===== config.mk =====
export PLATFORM = sky130hd
export DESIGN_NAME = ctrl_pipe_multi
export DESIGN_NICKNAME = d
export VERILOG_FILES = /design/src/rtl/ctrl_pipe_multi.sv
export SDC_FILE = /design/constraint.sdc
export NUM_CORES = 1
export LEC_CHECK = 0
export ABC_AREA = 1
export CELL_PAD_IN_SITES_DETAIL_PLACEMENT = 0
export CELL_PAD_IN_SITES_GLOBAL_PLACEMENT = 2
export CORE_MARGIN = 1
export CORE_UTILIZATION = 21
export DETAILED_ROUTE_END_ITERATION = 10
export GPL_ROUTABILITY_DRIVEN = 0
export PLACE_DENSITY = 0.81
export SLEW_MARGIN = 20
export SYNTH_ARGS = -nofsm -noshare
export SYNTH_HDL_FRONTEND = slang
export SYNTH_SLANG_ARGS = --single-unit

===== constraint.sdc =====
create_clock -name clk -period 1.05 [get_ports clk]
set_input_delay 0.1575 -clock clk [delete_from_list [all_inputs] [get_ports clk]]
set_output_delay 0.1575 -clock clk [all_outputs]
set_load 0.05 [all_outputs]

===== src/rtl/ctrl_pipe_multi.sv =====
// ctrl_pipe_multi: DEPTH-stage pipeline register for a WIDTH-bit control word.
// Each stage carries a valid bit. The pipe supports a global stall, a per-stage
// flush and bubble zeroing, so an empty stage always holds RST_VAL.
//
// Ports
//   clk          rising-edge clock
//   reset        synchronous, active-high reset
//   stall_i      1 = hold every stage; in_* is not captured
//   flush_i      bit k = 1 -> stage k becomes a bubble at the next edge
//   in_valid     in_ctrl carries a real instruction
//   in_ctrl      control word entering stage 0
//   out_valid    valid bit of stage DEPTH-1
//   out_ctrl     control word of stage DEPTH-1
//   stage_valid  valid bit of every stage (bit k = stage k)
//   occupancy    registered count of valid stages
module ctrl_pipe_multi #(
    parameter int unsigned           WIDTH   = 3,
    parameter int unsigned           DEPTH   = 2,
    parameter logic [WIDTH-1:0]      RST_VAL = '0
) (
    input  logic                          clk,
    input  logic                          reset,
    input  logic                          stall_i,
    input  logic [DEPTH-1:0]              flush_i,
    input  logic                          in_valid,
    input  logic [WIDTH-1:0]              in_ctrl,
    output logic                          out_valid,
    output logic [WIDTH-1:0]              out_ctrl,
    output logic [DEPTH-1:0]              stage_valid,
    output logic [$clog2(DEPTH+1)-1:0]    occupancy
);

    localparam int unsigned OCC_W = $clog2(DEPTH + 1);

    logic [DEPTH-1:0][WIDTH-1:0] ctrl_q;
    logic [DEPTH-1:0][WIDTH-1:0] ctrl_d;
    logic [DEPTH-1:0]            valid_q;
    logic [DEPTH-1:0]            valid_d;
    logic [OCC_W-1:0]            occ_q;
    logic [OCC_W-1:0]            occ_d;

    // Per-stage next state: choose shift or hold, then let flush override it.
    for (genvar g = 0; g < DEPTH; g++) begin : g_stage
        logic             load_valid;
        logic [WIDTH-1:0] load_ctrl;

        if (g == 0) begin : g_head
            // Mask in_ctrl when it is not valid, so X or stale bits never enter the pipe.
            assign load_valid = in_valid;
            assign load_ctrl  = in_valid ? in_ctrl : RST_VAL;
        end else begin : g_body
            assign load_valid = valid_q[g-1];
            assign load_ctrl  = ctrl_q[g-1];
        end

        assign valid_d[g] = ~flush_i[g] & (stall_i ? valid_q[g] : load_valid);
        assign ctrl_d[g]  = flush_i[g] ? RST_VAL : (stall_i ? ctrl_q[g] : load_ctrl);
    end

    // Occupancy tracks the stage valids that are about to be written.
    always_comb begin
        occ_d = OCC_W'($countones(valid_d));
    end

    // Stage and occupancy registers.
    always_ff @(posedge clk) begin
        if (reset) begin
            ctrl_q  <= {DEPTH{RST_VAL}};
            valid_q <= '0;
            occ_q   <= '0;
        end else begin
            ctrl_q  <= ctrl_d;
            valid_q <= valid_d;
            occ_q   <= occ_d;
        end
    end

    assign out_valid   = valid_q[DEPTH-1];
    assign out_ctrl    = ctrl_q[DEPTH-1];
    assign stage_valid = valid_q;
    assign occupancy   = occ_q;

endmodule


==> summary.txt, run 1 <==
Critical path
  • Critical Path Start: stage_valid[1]
  • Crit Path Max Fanout: 2
  • FF-to-FF Start: stage_valid[0]
  • Critical path arrival: 0.87 ns
  • Crit end category: output pin
  • R2r setup slk: 0.07 ns
  • Crit start category: register
  • Critical path required time: 0.89 ns
  • WS Path Type: reg -> out

Layout
  • Layout Nets: 85
  • Final Cell Area: 790 µm²
  • Antenna diode count: 0
  • Layout area overhead: 94.8%
  • Layout cells sized above 1: 39.2%

Min path
  • HP Class: in -> reg
  • Hold path startpoint: stall_i

Job
  • Max-cap viol count: 0

Detailed routing
  • Drt wl/cell: 8.02 µm
  • Max layer used: met4
  • DRT antenna net count: 0
  • Met2 wire length: 376 µm
  • 1st-iter DRT viols: 2
  • Drt pass-1 iters: 4
  • Post-Route WL: 794 µm
  • Avg Vias per Cell: 3.78
  • Vias post-DR: 374
  • Wire length on met1: 351 µm
  • DRC Markers: 0
  • Routed length on met3: 48 µm

Floorplanning
  • Core Box Area: 1760 µm²
  • Chip width: 45.9 µm
  • Die Ht: 45.9 µm
  • FP Rows: 15
  • Initial core utilization: 23.0%
  • Top-Level Pins: 17
  • Die area: 2110 µm²

STA
  • Final hold slack: 0.446 ns
  • Final worst-path cycle share: 97.7%
  • Fin. max-slew vios: 0
  • Min cycle time layout: 1.03 ns
  • Max Clock Skew: 0.00332 ns
  • Fmax: 975 MHz
  • Fin Setup TNS: 0 ns
  • Final Hold Vio Count: 0
  • Worst slew margin: 87.4%
  • Worst setup margin: 0.0245 ns
  • Worst slew pin tran: 0.188 ns
  • Final setup fails: 0

Yosys
  • Synth Warn #: 0
  • Yosys reg bits: 10
  • Cell taking the most area after synthesis: dfxtp_1
  • Share of the synthesized area in the top cell type: 49.4%
  • Synth Net Count: 60
  • Mean Syn Cell Area: 8.11 µm²
  • Cell Area, Synth: 405 µm²
  • Register area share after synthesis: 49.4%
  • Synth cell types: 14
  • Mapped Cells: 50
  • Largest cells by area after synthesis: dfxtp_1, nand2_1, a21oi_1

Clocking
  • H-tree Lvls: 1
  • CTS Buf Count: 3
  • Clock transition at the registers of the reported paths: 0.07 ns
  • CTS tree: done
  • Clk_lat worst skew: 0.26 ns
  • Root Driver: clkbuf_4
  • CTS Sinks: 10
  • Clock buffer depth: 2
  • CTS Hold Bufs: 0

Placed design
  • Post-DP HPWL: 666 µm
  • Pre-CTS setup slack: -0.412 ns
  • Placed instance area: 726 µm²
  • Port buffer count: 16

GRT
  • Number of global-route vias before repair: 293
  • Grt ovf: 0
  • Total track usage: 8.60%
  • Global-route wire length before repair: 1190 µm
  • Initial antenna violation count: 0
  • Largest net degree at the start of global routing: 10

Outcome
  • Status: finished clean

Pwr
  • Cell Pwr Density: 1120 nW/µm²
  • VDD IR max: 0.619 mV
  • Static leakage: 0.308 nW
==> repair_timing <==
action / 4_1_cts / 5_1_grt
setup endpoints to repair: 3 / 1
pin swaps: 0 / 3
setup buffers: 0 / 1
resized for setup: 1 / 3
==> cell type report <==
cell class              instances  area [µm²]
inverters                       7        31.3
clock buffers                   4        36.3
multi-input cells              31         174
fillers                       189         975
well taps                      25        31.3
flip-flops and latches         10         208
repair buffers                 22         309
==> metal layers <==
| metal | track usage (%) | up-vias |
|---|---|---|
| li1 | - | 204 |
| met4 | 3.53 | 0 |
| met5 | 0 | - |
| met3 | 5.95 | 2 |
| met2 | 11.8 | 15 |
| met1 | 10.2 | 153 |
==> logic make-up after synthesis <==
logic type	synth area share [%]
adders and majority gates	3.09
DFF	49.4
and+or+nand+nor	25.3
AOI/OAI and AO/OA	9.88
buffers and inverters	12.3
==> state kept, by name (all words and copies together) (netlist names) <==
name,flops
g_stage.load_ctrl,3
occupancy,2
out_ctrl,3
stage_valid,2
==> placed cells by master (no fill, tap or decap) <==
| cell type | synthesis | final |
|---|---|---|
| dfxtp_1 | 10 | 8 |
| clkbuf_4 | 0 | 3 |
| inv_6 | 1 | 1 |
| inv_1 | 6 | 4 |
| buf_12 | 0 | 10 |
| nand2_1 | 12 | 11 |
| nor2_1 | 3 | 3 |
| dfxtp_4 | 0 | 2 |
| nand2_2 | 1 | 2 |
| inv_2 | 0 | 2 |
| dlygate4sd2_1 | 0 | 1 |
| nand3_2 | 1 | 1 |
| or2_1 | 1 | 1 |
| clkbuf_8 | 0 | 1 |
| or2_4 | 1 | 1 |
| buf_4 | 1 | 4 |
| a21oi_2 | 0 | 1 |
| clkdlybuf4s50_1 | 0 | 7 |
| nand3_1 | 3 | 3 |
| ha_4 | 0 | 1 |
| a21oi_1 | 8 | 7 |
==> critical path, stage by stage (launching register included) <==
cell     delay [ns]
dfxtp_4        0.35
buf_12         0.12
buf_12         0.14
==> power by group <==
group / internal [mW] / switching [mW]
registers: 0.384 / 0.00681
logic: 0.0879 / 0.0696
clock network: 0.210 / 0.128
==> worst paths after layout <==
kind / end / cells past startpoint
worst min register to register: g_stage[1].load_ctrl[0] / 2
worst max-delay path: stage_valid[1] / 2
worst max register to register: occupancy[0] / 5
worst min-delay path: g_stage[1].load_ctrl[1] / 4
==> cells in the mapped netlist (all sizes together) <==
| master | count |
|---|---|
| ha | 1 |
| nand2 | 13 |
| a21oi | 8 |
| buf | 2 |
| dfxtp | 10 |
| or2 | 2 |
| nor2 | 3 |
| inv | 7 |
| nand3 | 4 |
==> per-stage QoR <==
step / power [mW] / std cells / utilization, %
2_1_floorplan: 0.463 / 50 / -
6_report: 0.886 / 99 / 44.8
4_1_cts: 0.882 / 98 / 42.7
3_3_place_gp: 0.550 / 95 / 41.1
5_1_grt: 0.931 / 99 / 44.8
3_5_place_dp: 0.551 / 95 / 41.1
No activity file was read; power rests on OpenSTA's default activity.
==> inputs of run 2 (changes only) <==
--- a/config.mk
+++ b/config.mk
@@ -10,9 +10,11 @@
 export CELL_PAD_IN_SITES_GLOBAL_PLACEMENT = 2
 export CORE_MARGIN = 1
 export CORE_UTILIZATION = 21
+export CTS_CLUSTER_SIZE = 25
 export DETAILED_ROUTE_END_ITERATION = 10
 export GPL_ROUTABILITY_DRIVEN = 0
 export PLACE_DENSITY = 0.81
+export SKIP_LAST_GASP = 1
 export SLEW_MARGIN = 20
 export SYNTH_ARGS = -nofsm -noshare
 export SYNTH_HDL_FRONTEND = slang
==> results of run 2 <==
No change in the layout: final DEF, timing and power equal those of run 1.
